## src/rtl/rsa_operand_loader.sv

```systemverilog
// Byte-serial front end for rsa_unit: loads P/E/M/Const over valid/ready, pulses the
// core reset, runs the core under a cycle watchdog and holds C until acknowledged.
module rsa_operand_loader #(
  parameter int unsigned TIMEOUT = 1023
) (
  input  logic       clk,
  input  logic       rst,
  input  logic [7:0] din,
  input  logic       din_valid,
  output logic       din_ready,
  input  logic       abort,
  output logic [7:0] core_p,
  output logic [7:0] core_e,
  output logic [7:0] core_m,
  output logic [7:0] core_const,
  output logic       core_en,
  output logic       core_rstb,
  input  logic       core_eoc,
  input  logic [7:0] core_c,
  output logic [7:0] result,
  output logic       result_valid,
  input  logic       result_ack,
  output logic       timeout_err,
  output logic       busy
);

  localparam int unsigned      CNT_W    = $clog2(TIMEOUT + 1);
  localparam logic [CNT_W-1:0] CNT_LAST = CNT_W'(TIMEOUT - 1);
  localparam logic [CNT_W-1:0] CNT_MAX  = CNT_W'(TIMEOUT);

  typedef enum logic [2:0] {LD_P, LD_E, LD_M, LD_C, CLR, RUN, DONE} state_t;

  state_t           state, state_nx;
  logic [CNT_W-1:0] cnt;
  logic             take, run_eoc, run_tmo;

  // abort outranks every other event, so it also vetoes a byte handshake
  assign take    = din_valid && din_ready && !abort;
  assign run_eoc = (state == RUN) && core_eoc;
  assign run_tmo = (state == RUN) && !core_eoc && (cnt == CNT_LAST);

  always_comb begin
    // NOTE: default assigned first so every path drives state_nx and no latch is inferred.
    state_nx = state;
    unique case (state)
      LD_P:    if (take) state_nx = LD_E;
      LD_E:    if (take) state_nx = LD_M;
      LD_M:    if (take) state_nx = LD_C;
      LD_C:    if (take) state_nx = CLR;
      CLR:     state_nx = RUN;
      RUN:     if (run_eoc || run_tmo) state_nx = DONE;
      DONE:    if (result_ack) state_nx = LD_P;
      default: state_nx = LD_P;
    endcase
    if (abort) state_nx = LD_P;
  end

  always_ff @(posedge clk) begin
    if (rst) begin
      state       <= LD_P;
      core_p      <= '0;
      core_e      <= '0;
      core_m      <= '0;
      core_const  <= '0;
      cnt         <= '0;
      result      <= '0;
      timeout_err <= 1'b0;
    end else begin
      // NOTE: non-blocking throughout so every register samples pre-edge values.
      state <= state_nx;

      if (take) begin
        case (state)
          LD_P:    core_p     <= din;
          LD_E:    core_e     <= din;
          LD_M:    core_m     <= din;
          LD_C:    core_const <= din;
          default: ;
        endcase
      end

      // saturating so the watchdog can never wrap back to a legal count
      if (state == CLR) begin
        cnt <= '0;
      end else if (state == RUN && !core_eoc && cnt != CNT_MAX) begin
        cnt <= cnt + CNT_W'(1);
      end

      // eoc beats the watchdog when both land on the same cycle
      if (!abort) begin
        if (run_eoc) begin
          result      <= core_c;
          timeout_err <= 1'b0;
        end else if (run_tmo) begin
          result      <= '0;
          timeout_err <= 1'b1;
        end
      end
    end
  end

  assign din_ready    = (state == LD_P) || (state == LD_E) || (state == LD_M) || (state == LD_C);
  assign core_en      = (state == RUN);
  assign core_rstb    = (state != CLR);
  assign result_valid = (state == DONE);
  assign busy         = (state == CLR) || (state == RUN);

endmodule
```

## config.mk

```make
export PLATFORM = sky130hd
export DESIGN_NAME = rsa_operand_loader
export DESIGN_NICKNAME = d
export VERILOG_FILES = /design/src/rtl/rsa_operand_loader.sv
export SDC_FILE = /design/constraint.sdc
export NUM_CORES = 1
export LEC_CHECK = 0
export ABC_AREA = 1
export CAP_MARGIN = 20
export CORE_MARGIN = 2
export CORE_UTILIZATION = 40
export CTS_CLUSTER_SIZE = 25
export DETAILED_ROUTE_END_ITERATION = 16
export PLACE_DENSITY = 0.72
export SYNTH_ARGS = -nofsm -noshare
export SYNTH_HDL_FRONTEND = slang
export SYNTH_SLANG_ARGS = --single-unit
```

## constraint.sdc

```tcl
create_clock -name clk -period 1.3 [get_ports clk]
set_input_delay 0.325 -clock clk [delete_from_list [all_inputs] [get_ports clk]]
set_output_delay 0.325 -clock clk [all_outputs]
set_load 0.05 [all_outputs]
```

==> reports/results.env <==
GRT_START_MAX_NET_PINS=37
NETSWITCHINGFRACTION_PCT=27.4
WORST_SETUP_PATH_START_KIND='flip-flop'
SETUP_TOTAL_NEGATIVE_SLACK_NS=-3.34
CLOCK_SINKS=54
PLACEMENT_ROWS=27
TIMING.CRITICAL_PATH.TO_TYPE='output port'
FIN_WORST_HOLD_SLACK_NS=0.416
DPL.HPWL_MM=5.01
OUTCOME='finished with violations'
POST-PLACE-WS_NS=-0.492
SYN-MEAN-INSTANCE-AREA_UM2=7.39
FINISH.CELL_COUNT_WITHOUT_FILLERS=504
TIMING.CRITICAL_PATH.ARRIVAL_NS=1.23
FINALCLOCKSKEW_NS=0.00575
VIOLATIONS='negative setup slack'
CLOCKPOWERSHARE_PCT=31.1
YS_SEQ_ELEMENTS=54
COUNT_OF_BUFFERS_FROM_PORT_BUFFERING=67
WORST-SLEW-PIN-TRANSITION_NS=0.324
ROUTE.DETAILED.DRC=0
GLOBAL_ROUTE.PEAK_USAGE_LAYER='met2'
SYNTH-XOR-AREA-SHARE_PCT=2.27
PLACEABLECOREAREA_MM2=0.00554
MAX_SLEW_VIOLATIONS=0
SYNTHCELLS=313
CELLINTERNALPOWER_W=0.00228
TIMING.FMAX_MHz=641
POWER_DENSITY_mW_PER_MM2=748
SYNTHDISTINCTLIBCELLS=28
DP.CELLS=478
MAPPED_NETS=337
DIE_OUTLINE_AREA_MM2=0.00641
SYNTH_TOP_FAMILY_BY_AREA='simple AND/OR/NAND/NOR gates'
FINAL-HOLD-VIOLATION-COUNT=0
CTS_CLOCK_PIN_SLEW_FOR_THE_WORST_SETUP_AND_HOLD_PATHS_NS=0.10
MET2_USAGE_PCT=38.0
VIA_DENSITY_PER_INSTANCE=4.96
GRT_MET1_USAGE_PCT=27.9
GRT_SETUP_UNREPAIRED='yes'
DR_TOTAL_VIAS=2501
DRT.ANTENNA.VIOLATING_NETS=0
POST_SYNTH_FA_HA_MAJ_AREA_FRACTION_PCT=1.08
POWER.NET_SWITCHING_W=0.000860
SYNTHMUXAREASHARE_PCT=0
CRITICAL_PATH.MAX_FANOUT=5
CRITICAL_PATH.CELL_CHAIN='nor2_2, nand2_4, nand2_4, buf_12'
MAXIMUM_CAPACITANCE_VIOLATIONS=0
ROOT_BUFFER='clkbuf_8'
CRIT_PATH_FREQUENT_CELL='nand2_4'
GRT_PASS1_VIAS=2369
ANTENNADIODECOUNT=0
SYNTH-WARNING-COUNT=0
POST_DETAILED_ROUTING_WIRE_LENGTH_MM=7.28
ROUTED_WIRE_LENGTH_PER_INSTANCE_UM=14.4
SYNTH-SIMPLE-AREA-SHARE_PCT=31.7
GRT_OVERFLOW=0
CTS_TREE='yes'
POWER.SEQUENTIAL.FRACTION_PCT=54.3
SYNTH_SEQ_AREA_SHARE_PCT=46.7
CTS_HOLD_BUF=0
FINALSETUPVIOLCOUNT=26
INITIAL_UTILIZATION_PCT=41.8
LAYOUT.NETS=455
DIE_X_UM=80.1
CPPEAKSTAGEDELAY_NS=0.38
CTS_HTREE_LEVELS=2
FILLCELLCOUNT=367
FINAL_LAYOUT_SIZE_SUFFIX_GT1_SHARE_PCT=37.5
BUFFER_DEPTH_OF_THE_LONGEST_CLOCK_PATH=2
SKEW_PAIR_LATE_INSERTION_DELAY_NS=0.32
DRT-PASS1-ITER-COUNT=5
SYN_TO_FINAL_GROWTH_PCT=81.4
POSTLAYOUTSETUPSLACKWORST_NS=-0.260
CRITICALPATHCATEGORY='flip-flop to output port'
P_COMB_SHARE_PCT=14.6
GRT_RESOURCE_USAGE_TOTAL_PCT=22.6
FINAL_WORST_PATH_CYCLE_SHARE_PCT=120
CPMAXSTAGEDELAYCELL='dfxtp_4'
IOPINCOUNT=68
ROUTABILITY_CONG=0.852
GRT.MET3_USAGE_PCT=6.52
CTS_MADE_BUFFERS=5
FINALWORSTPATHREQUIREDPERIOD_NS=1.56
P_LEAK_nW=1.74
TIMING.HOLD.WORST.CLASS='input pin to flip-flop'
DETAIL_ROUTE.ITER0.VIOLATIONS=147
FIN_TOTAL_PWR_W=0.00314
WORST_IR_DROP_VDD_uV=406
RELSLEWSLACK_PCT=78.4
SYN_AREA_MM2=0.00231
GLOBAL_ROUTE_WIRE_LENGTH_BEFORE_REPAIR_MM=11.3
DIEHEIGHT_UM=80.1
REQUIRED_NS=0.98
SYNTHESIZED_AREA_FRACTION_OCCUPIED_BY_AO_OA_AOI_AND_OAI_CELLS_PCT=12.3
ANTENNA_FOUND_INITIAL=0
-- through the flow --
stage,util (%),area (um2)
after floorplan,-,2370
after global placement,68.6,3800
after detailed placement,68.6,3800
after CTS,72.9,4040
after global routing,75.7,4200
final,75.7,4200
-- cells in the final DEF (no fill, tap or decap), types with 7 or more instances in the layout --
cell / instances
o21ai_1: 13
buf_4: 38
dfxtp_1: 49
buf_12: 46
a21oi_1: 11
nor2_4: 7
clkdlybuf4s50_1: 20
nand3_1: 11
o21ai_0: 21
inv_1: 18
nor2_1: 69
nor2_2: 8
nand2_1: 43
-- cell type report --
class | count | area [um2] | area share (%)
multi-input combinational | 227 | 1280 | 30.6
timing repair buffer | 111 | 1490 | 35.4
clock buffer | 5 | 68.8 | 1.64
timing repair inverter | 1 | 7.51 | 0.179
inverter | 31 | 141 | 3.37
clock inverter | 3 | 22.5 | 0.537
sequential | 54 | 1100 | 26.1
tap | 72 | 90.1 | 2.15
-- worst max-delay path, delay by kind of cell (launching register included) --
family | cells | cell delay, ns
buffers and inverters | 1 | 0.13
DFF | 1 | 0.38
and+or+nand+nor | 3 | 0.41
-- sequential cells by signal, indices dropped and copies added (netlist names) --
name	count
cnt	10
core_const	8
core_e	8
core_m	8
core_p	8
result	8
state	3
timeout_err	1
-- synth_stat cells, drive strengths merged --
library cell / n / area share (%)
xnor2: 3 / 1.1
o211ai: 1 / 0.32
clkinv: 3 / 0.59
inv: 28 / 4.7
xor2: 3 / 1.1
nand4: 6 / 1.9
nand2: 53 / 9.1
nor2: 84 / 15
clkbuf: 3 / 0.49
dfxtp: 54 / 47
o21ai: 38 / 8.7
buf: 1 / 0.22
nand3: 15 / 3.8
ha: 2 / 1.1
nor3: 4 / 2.1
a21oi: 15 / 3.2
-- cell families (layout without fill, tap and decap cells) --
logic type                 after synthesis  after routing
DFF                                     54             54
adders and majority gates                2              2
buffers and inverters                   35            151
and+or+nand+nor                        162            164
AOI/OAI and AO/OA                       54             55
xor gates and xnor gates                 6              6
-- metal layers --
metal	share of wire, %	up-vias
li1	-	1252
met1	40	1140
met2	50	96
met3	7.8	13
met4	1.6	0
met5	0	-
-- power by group through the flow --
stage,logic (W),registers (W),clock network [W]
2_1_floorplan,0.0000968,0.00182,0
3_3_place_gp,0.000413,0.00174,0
3_5_place_dp,0.000420,0.00174,0
4_1_cts,0.000429,0.00171,0.000988
5_1_grt,0.000489,0.00171,0.00106
6_report,0.000459,0.00171,0.000976
-- worst paths after layout --
| check | startpoint | endpoint | slack (ns) | cells after the start |
|---|---|---|---|---|
| min | abort | state[0] | 0.42 | 5 |
| max | state[0] | busy | -0.26 | 4 |
| min reg2reg | cnt[8] | cnt[8] | 0.50 | 2 |
| max reg2reg | cnt[6] | cnt[1] | -0.23 | 7 |
-- what timing repair did --
action	4_1_cts	5_1_grt
cloned	2	2
pin swaps	5	14
resized for setup	23	46
endpoints found under the setup margin	46	55
setup buffers	10	4
Note: power is estimated with default switching activity, not from simulation.
